===== config.mk =====
export PLATFORM = sky130hd
export DESIGN_NAME = uart_tx_fifo
export DESIGN_NICKNAME = d
export VERILOG_FILES = /design/src/rtl/uart_pkg.sv /design/src/rtl/sync_fifo.sv /design/src/rtl/uart_tx_fifo.sv
export SDC_FILE = /design/constraint.sdc
export NUM_CORES = 1
export LEC_CHECK = 0
export CORE_MARGIN = 3
export CORE_UTILIZATION = 52
export CTS_BUF_LIST = sky130_fd_sc_hd__clkbuf_2 sky130_fd_sc_hd__clkbuf_4 sky130_fd_sc_hd__clkbuf_8
export DETAILED_ROUTE_END_ITERATION = 8
export GPL_TIMING_DRIVEN = 0
export PLACE_DENSITY = 0.8
export RECOVER_POWER = 25
export SLEW_MARGIN = 20
export SYNTH_ARGS = -nofsm -noshare
export SYNTH_HDL_FRONTEND = slang
export SYNTH_SLANG_ARGS = --single-unit

===== constraint.sdc =====
create_clock -name clk -period 5.75 [get_ports clk]
set_input_delay 1.4375 -clock clk [delete_from_list [all_inputs] [get_ports clk]]
set_output_delay 1.4375 -clock clk [all_outputs]
set_load 0.01 [all_outputs]

===== src/rtl/uart_pkg.sv =====
// uart_pkg: shared UART constants and the transmit-FIFO launcher state type
package uart_pkg;
   localparam int UART_DATA_W   = 8;
   localparam int TX_FIFO_DEPTH = 16;
   typedef enum logic [1:0] {IDLE, LOAD, START, WAIT_DONE} tx_fifo_state_t;
endpackage


===== src/rtl/sync_fifo.sv =====
// sync_fifo: single-clock FIFO with registered occupancy and sticky overflow
// Ports: clk/rst (sync, active-high); wr_en/wr_data push; rd_en pops, rd_data
// shows the head combinationally; full/empty/count report occupancy;
// overflow latches any write attempted while full until reset.
module sync_fifo #(
   parameter int WIDTH = 8,
   parameter int DEPTH = 16,
   localparam int AW = $clog2(DEPTH)
) (
   input  logic             clk,
   input  logic             rst,
   input  logic             wr_en,
   input  logic [WIDTH-1:0] wr_data,
   input  logic             rd_en,
   output logic [WIDTH-1:0] rd_data,
   output logic             full,
   output logic             empty,
   output logic [AW:0]      count,
   output logic             overflow
);
   logic [WIDTH-1:0] r_mem [DEPTH];
   logic [AW-1:0]    r_wr_ptr, r_rd_ptr;
   logic [AW:0]      r_count;
   logic             r_overflow;
   logic             w_wr, w_rd;
   assign full     = r_count == (AW+1)'(DEPTH);
   assign empty    = r_count == '0;
   assign count    = r_count;
   assign overflow = r_overflow;
   assign rd_data  = r_mem[r_rd_ptr];
   assign w_wr     = wr_en && !full;
   assign w_rd     = rd_en && !empty;
   always_ff @(posedge clk)
      if (w_wr) r_mem[r_wr_ptr] <= wr_data;
   // pointers wrap naturally because DEPTH is a power of two
   always_ff @(posedge clk) begin
      if (rst) begin
         r_wr_ptr   <= '0;
         r_rd_ptr   <= '0;
         r_count    <= '0;
         r_overflow <= 1'b0;
      end else begin
         if (w_wr) r_wr_ptr <= r_wr_ptr + 1'b1;
         if (w_rd) r_rd_ptr <= r_rd_ptr + 1'b1;
         if (w_wr && !w_rd) r_count <= r_count + 1'b1;
         else if (!w_wr && w_rd) r_count <= r_count - 1'b1;
         if (wr_en && full) r_overflow <= 1'b1;
      end
   end
endmodule


===== src/rtl/uart_tx_fifo.sv =====
// uart_tx_fifo: byte FIFO that launches one UART frame per queued byte
// Ports: clk/rst (sync, active-high); wr_en/wr_data enqueue; full/empty/count/
// overflow report the queue; busy while a frame is launched or in flight;
// tx_start/tx_data drive the transmitter, tx_done is its completion pulse.
module uart_tx_fifo
   import uart_pkg::*;
#(
   parameter int DEPTH = TX_FIFO_DEPTH,
   localparam int AW = $clog2(DEPTH)
) (
   input  logic                   clk,
   input  logic                   rst,
   input  logic                   wr_en,
   input  logic [UART_DATA_W-1:0] wr_data,
   output logic                   full,
   output logic                   empty,
   output logic [AW:0]            count,
   output logic                   overflow,
   output logic                   busy,
   output logic                   tx_start,
   output logic [UART_DATA_W-1:0] tx_data,
   input  logic                   tx_done
);
   tx_fifo_state_t         r_state, w_next;
   logic                   r_tx_start;
   logic [UART_DATA_W-1:0] r_tx_data, w_rd_data;
   logic                   w_pop;
   sync_fifo #(.WIDTH(UART_DATA_W), .DEPTH(DEPTH)) u_fifo (
      .clk      (clk),
      .rst      (rst),
      .wr_en    (wr_en),
      .wr_data  (wr_data),
      .rd_en    (w_pop),
      .rd_data  (w_rd_data),
      .full     (full),
      .empty    (empty),
      .count    (count),
      .overflow (overflow)
   );
   always_comb begin
      w_pop  = (r_state == IDLE) && !empty;
      w_next = (r_state == IDLE)  ? (empty ? IDLE : LOAD) :
               (r_state == LOAD)  ? START :
               (r_state == START) ? WAIT_DONE :
               (tx_done ? IDLE : WAIT_DONE);
   end
   // tx_start is registered off START, so it is high the cycle after START
   always_ff @(posedge clk) begin
      if (rst) begin
         r_state    <= IDLE;
         r_tx_start <= 1'b0;
         r_tx_data  <= '0;
      end else begin
         r_state    <= w_next;
         r_tx_start <= r_state == START;
         if (w_pop) r_tx_data <= w_rd_data;
      end
   end
   assign busy     = r_state != IDLE;
   assign tx_start = r_tx_start;
   assign tx_data  = r_tx_data;
endmodule

### Word-level counts from Yosys, hierarchy flattened

Memory sizes are Yosys's and may differ from the RTL's. A register that Yosys moved wholly into a read port is not among the register bits.
Cells that the tools add are included.

| word-level totals | value |
|---|---|
| output and inout port bits | 18 |
| bits of input ports | 12 |
| register bits | 17 |
| logic and storage cells | 37 |
| memories | 1 |
| RAM bits | 128 |

Memory list:

| name | depth | width | rd ports | clocked after memory_dff | write ports | line | text |
|---|---|---|---|---|---|---|---|
| u_fifo.r_mem | 16 | 8 | 1 | 1 | 1 | sync_fifo.sv:21 | `logic [WIDTH-1:0] r_mem [DEPTH];` |

| cells by class | value |
|---|---|
| equality and inequality tests | 3 |
| add/sub/neg operators | 4 |
| multiplexer cells | 9 |
| reductions and logical operators | 14 |

Operators with widths:

| kind | count |
|---|---|
| 5-bit two-way mux | 2 |
| 4-bit by 1-bit adder with 4-bit output, second input constant | 2 |
| 2-bit two-way mux | 4 |
| 1-bit logical AND | 6 |
| 5-bit by 1-bit adder with 5-bit output, second input constant | 1 |
| 5-bit equality test, second input constant | 1 |
| 5-bit logical NOT | 1 |
| 5-bit by 1-bit subtractor with 5-bit output, second input constant | 1 |
| 1-bit logical NOT | 4 |
| 2-bit nonzero test | 2 |
| 1-bit two-way mux | 3 |
| 2-bit by 1-bit equality test with 1-bit output, second input constant | 1 |
| 2-bit equality test, second input constant | 1 |
| 2-bit logical NOT | 1 |

### Logic depth before layout (Yosys ltp)

| depth | value |
|---|---|
| depth after elaboration | 7 |
| mapped depth | 11 |
| gate-level depth less buffers | 11 |

### Cells and area by module

From an unflattened synthesis, not the netlist that was laid out.

| unflattened totals | value |
|---|---|
| cell total of the unflattened synthesis | 361 |
| area, all modules | 6237.2 um^2 |

By module, submodules not included:

| module | sequential area each (um^2) | cells each | area each (um^2) | instances |
|---|---|---|---|---|
| sync_fifo | 4204.0 | 312 | 5744.3 | 1 |
| uart_tx_fifo | 220.2 | 49 | 493.0 | 1 |

### Least setup slack after synthesis

OpenSTA, ideal clock, no wires.

| timing path | value |
|---|---|
| path kind | input -> register |
| from | input wr_en |
| to | register u_fifo.r_count[4], in the netlist u_fifo.count[4] |
| setup time | 0.121 ns |
| arrival time | 3.251 ns |
| cell stages on the path | 8 |
| path buffers | 0 |
| slack | 2.379 ns |
| data required time | 5.629 ns |
| path through | a21boi_2 -> ha_1 -> inv_1 -> ha_1 -> a21o_1 -> a21oi_1 -> mux2i_1 -> mux2_2 |

| between the ends | value |
|---|---|
| word-level cells in the longest chain between the ends | 4 |
| elaborated cells on any way between the ends | 6 |
| those cells by class | mux (1); reduce/logical (5) |

Ends and longest elaborated chain:

| item | line | text |
|---|---|---|
| from (decl) | uart_tx_fifo.sv:13 | `input logic wr_en,` |
| 1-bit logical AND (*) | sync_fifo.sv:31 | `assign w_wr = wr_en && !full;` |
| 1-bit logical NOT | sync_fifo.sv:46 | `else if (!w_wr && w_rd) r_count <= r_count - 1'b1;` |
| 1-bit logical AND | sync_fifo.sv:46 |  |
| 2-bit nonzero test (no source line) | - |  |
| to (signal assigned) | sync_fifo.sv:45 | `if (w_wr && !w_rd) r_count <= r_count + 1'b1;` |
| to (signal assigned) | sync_fifo.sv:46 |  |
| to (decl) | sync_fifo.sv:23 | `logic [AW:0] r_count;` |

Every way passes the cells marked *; elsewhere a longest branch is shown, timed or not.
A chain may end at the register's enable or synchronous reset.

### Worst setup path in the final report

| timing path | value |
|---|---|
| from | input wr_en |
| to | register u_fifo.r_count[4], in the netlist u_fifo.count[4] |

| between the ends | value |
|---|---|
| word-level cells in the longest chain between the ends | 4 |
| elaborated cells on any way between the ends | 6 |
| those cells by class | mux (1); reduce/logical (5) |

Ends and longest elaborated chain:

| item | line | text |
|---|---|---|
| 1-bit logical AND (*) | sync_fifo.sv:31 |  |
| net u_fifo.w_wr | sync_fifo.sv:25 | `logic w_wr, w_rd;` |
| 1-bit logical NOT | sync_fifo.sv:46 |  |
| 1-bit logical AND | sync_fifo.sv:46 |  |
| 2-bit nonzero test (no source line) | - |  |

The timed path passes the listed nets; every way through them passes the cells marked *.

==> results.sh <==
export IMPL_pre_cts_slack_ns=1.57
export IMPL_slew_viol_final=0
export IMPL_async_flop_share_pct=0
export IMPL_nFillCells=812
export IMPL_synth_area_um2=6120
export IMPL_cts_sinks=153
export IMPL_fp_dieW_um=115
export IMPL_antenna_left=0
export IMPL_synth_largest_area_cell="edfxtp_1"
export IMPL_crit_type="input port to register"
export IMPL_drive_gt1_share_pct=17.6
export IMPL_crit_required_ns=6.07
export IMPL_htree_levels=4
export IMPL_dpl_hpwl_mm=7.96
export IMPL_ctsHoldBuffers=0
export IMPL_drv_cap=0
export IMPL_slew_headroom_pct=40.3
export IMPL_syn_num_nets=396
export IMPL_worst_r2r_path_depth=10
export IMPL_portBuffers=28
export IMPL_synth_edf_count=128
export IMPL_power_density_nw_per_um2=409
export IMPL_yosysTopAreaCellShare_pct=62.8
export IMPL_start_util_pct=53.4
export IMPL_grt_remaining_overflow=0
export IMPL_synth_most_common_cell="edfxtp_1"
export IMPL_rows=39
export IMPL_max_freq_mhz=264
export IMPL_synth_commonest_cells="128 x edfxtp_1, 43 x nor2_1, 35 x mux2i_1"
export IMPL_die_area_um2=13100
export IMPL_die_h_um=115
export IMPL_drc=0
export IMPL_synthAdderAreaFrac_pct=2.17
export IMPL_finalClockSkew_ns=0.0135
export IMPL_grt_max_degree=17
export IMPL_drt_iter0_markers=360
export IMPL_postCtsSetupRepairBufs=0
export IMPL_setup_slack_ns=1.97
export IMPL_max_vdd_ir_drop_v=0.000214
export IMPL_stdcell_area_um2=6980
export IMPL_hp_class="register to register"
export IMPL_synth_flop_cell="edfxtp_1"
export IMPL_synth_area_mux_share_pct=11.8
export IMPL_netlist_instances=374
export IMPL_synth_area_leaders="edfxtp_1 63%, dfxtp_1 8.2%, mux4_2 5.9%, mux2i_1 5.7%, nor2_1 2.6%"
export IMPL_route_vias_total=3329
export IMPL_wl_per_cell_um=21.3
export IMPL_tightest_slew_ns=0.892
export IMPL_ys_warn_count=0
export IMPL_nNetsFinal=443
export IMPL_cp_max_fo=9
export IMPL_fin_crit_sh_pct=65.8
export IMPL_clk_path_buf_depth=2
export IMPL_numCtsBuffers=17
export IMPL_synthXorXnorAreaFrac_pct=1.29
export IMPL_synthSimpleGateAreaFrac_pct=6.19
export IMPL_synth_top_family_by_area="multiplexers"
export IMPL_ys_seq_area_share_pct=70.9
export IMPL_cts_root_buffer="clkbuf_8"
export IMPL_synth_compound_area_share_pct=5.39
export IMPL_antenna_found_initial=0
export IMPL_post_route_util_pct=60.9
export IMPL_tns_ns=0
export IMPL_grt_pass1_vias=3349
export IMPL_setup_viol=0
export IMPL_crit_path_end_kind="register"
export IMPL_syn_area_per_cell_um2=16.4
export IMPL_wl_mm=12.3
export IMPL_clk_pin_slew_ns=0.07
export IMPL_ys_types=38
export IMPL_diodes=0
export IMPL_grtUsageTotal_pct=19.8
export IMPL_whs_path_depth=2
export IMPL_core_region_area_um2=11500
export IMPL_io_pins=30
export IMPL_hold_viol_final=0
export IMPL_synth_seq_cells=153
export IMPL_first_pass_iters=5
export IMPL_cts_resized=0
export IMPL_grt_first_pass_wirelength_mm=18.8
export IMPL_start_kind="input port"
export IMPL_clkLatencyLatePin_ns=0.43
export IMPL_viasPerCell=5.78
export IMPL_dpl_instance_area_um2=6600
export IMPL_cts_tree="yes"
export IMPL_syn2layout_area_growth_pct=14.0
export IMPL_status="finished, final reports clean"
export IMPL_place_congestion=0.821
export IMPL_p_leak_nw=2.24
export IMPL_crit_arrival_ns=4.10
export IMPL_rsz0062_at_grt="false"
export IMPL_period_minus_slack_ns=3.78
[power breakdown]
group	leakage [nW]	switching (mW)	internal, mW
sequential	1.36	0.0551	1.27
clock	0.183	0.385	0.404
combinational	0.694	0.405	0.337
[sequential cells by signal, summed over array words and instances (netlist names)]
register	count
u_fifo.r_rd_ptr	4
tx_start	1
u_fifo.overflow	1
r_state	2
tx_data	8
u_fifo.r_wr_ptr	4
u_fifo.count	5
u_fifo.r_mem	128
[placed cells by master, fill, tap and decap left out, drive strengths merged, types with 2 or more instances in the layout]
| cell type | n |
|---|---|
| edfxtp | 128 |
| nor2 | 43 |
| mux2i | 35 |
| clkbuf | 30 |
| dfxtp | 25 |
| clkdlybuf4s50 | 22 |
| mux4 | 16 |
| o22ai | 16 |
| nor3 | 12 |
| buf | 11 |
| ha | 9 |
| inv | 9 |
| nand2 | 8 |
| a22oi | 8 |
| a211oi | 8 |
| a21oi | 8 |
| xor2 | 6 |
| dlygate4sd3 | 6 |
| clkinvlp | 5 |
| xnor2 | 3 |
| and2 | 2 |
| nand2b | 2 |
| clkinv | 2 |
| nand3 | 2 |
| a21o | 2 |
| nand4 | 2 |
| bufinv | 2 |
[metal layers]
layer	routed length, um	part of all wire [%]	up-vias	GRT usage, %
met5	0	0	-	0
li1	-	-	1529	-
met1	5230	43	1657	27.0
met4	259	2.1	0	7.28
met3	686	5.6	24	4.28
met2	6080	50	119	31.6
[logic make-up after synthesis]
| logic type | after synthesis |
|---|---|
| mux | 52 |
| fa+ha+maj | 10 |
| buf+inv | 28 |
| simple gates | 79 |
| compound gates | 43 |
| flops | 153 |
| xor+xnor | 9 |
[final cells by class]
type,count,area [um^2],share of cell area [%]
repair buffers,28,280,4.01
inverters,8,31.3,0.448
multi-input cells,193,1660,23.8
plain buffers,20,103,1.47
clock inverters,10,120,1.72
well taps,143,179,2.56
flip-flops and latches,153,4340,62.2
clock buffers,21,264,3.78
[stage by stage]
| stage | power, mW | hold WS [ns] | cells |
|---|---|---|---|
| after floorplan | 1.85 | 0.458 | 374 |
| after detailed placement | 2.09 | 0.468 | 545 |
| after global placement | 2.07 | 0.452 | 545 |
| after global routing | 2.99 | 0.516 | 576 |
| after CTS | 2.87 | 0.486 | 576 |
| final | 2.86 | 0.485 | 576 |
[worst paths after layout]
path / from / to / slack [ns]
min reg2reg: u_fifo.overflow / u_fifo.overflow / 0.48
max reg2reg: u_fifo.count[0] / u_fifo.count[4] / 2.87
max: wr_en / u_fifo.count[4] / 1.97
min: u_fifo.overflow / u_fifo.overflow / 0.48
[critical path, stage by stage]
cell	delay (ns)
clkdlybuf4s50_1	0.47
a21boi_2	0.44
ha_1	0.30
inv_1	0.11
ha_1	0.33
a21o_1	0.20
a21oi_1	0.19
mux2i_1	0.27
mux2_2	0.35
Power figures use the tool's default switching activity.
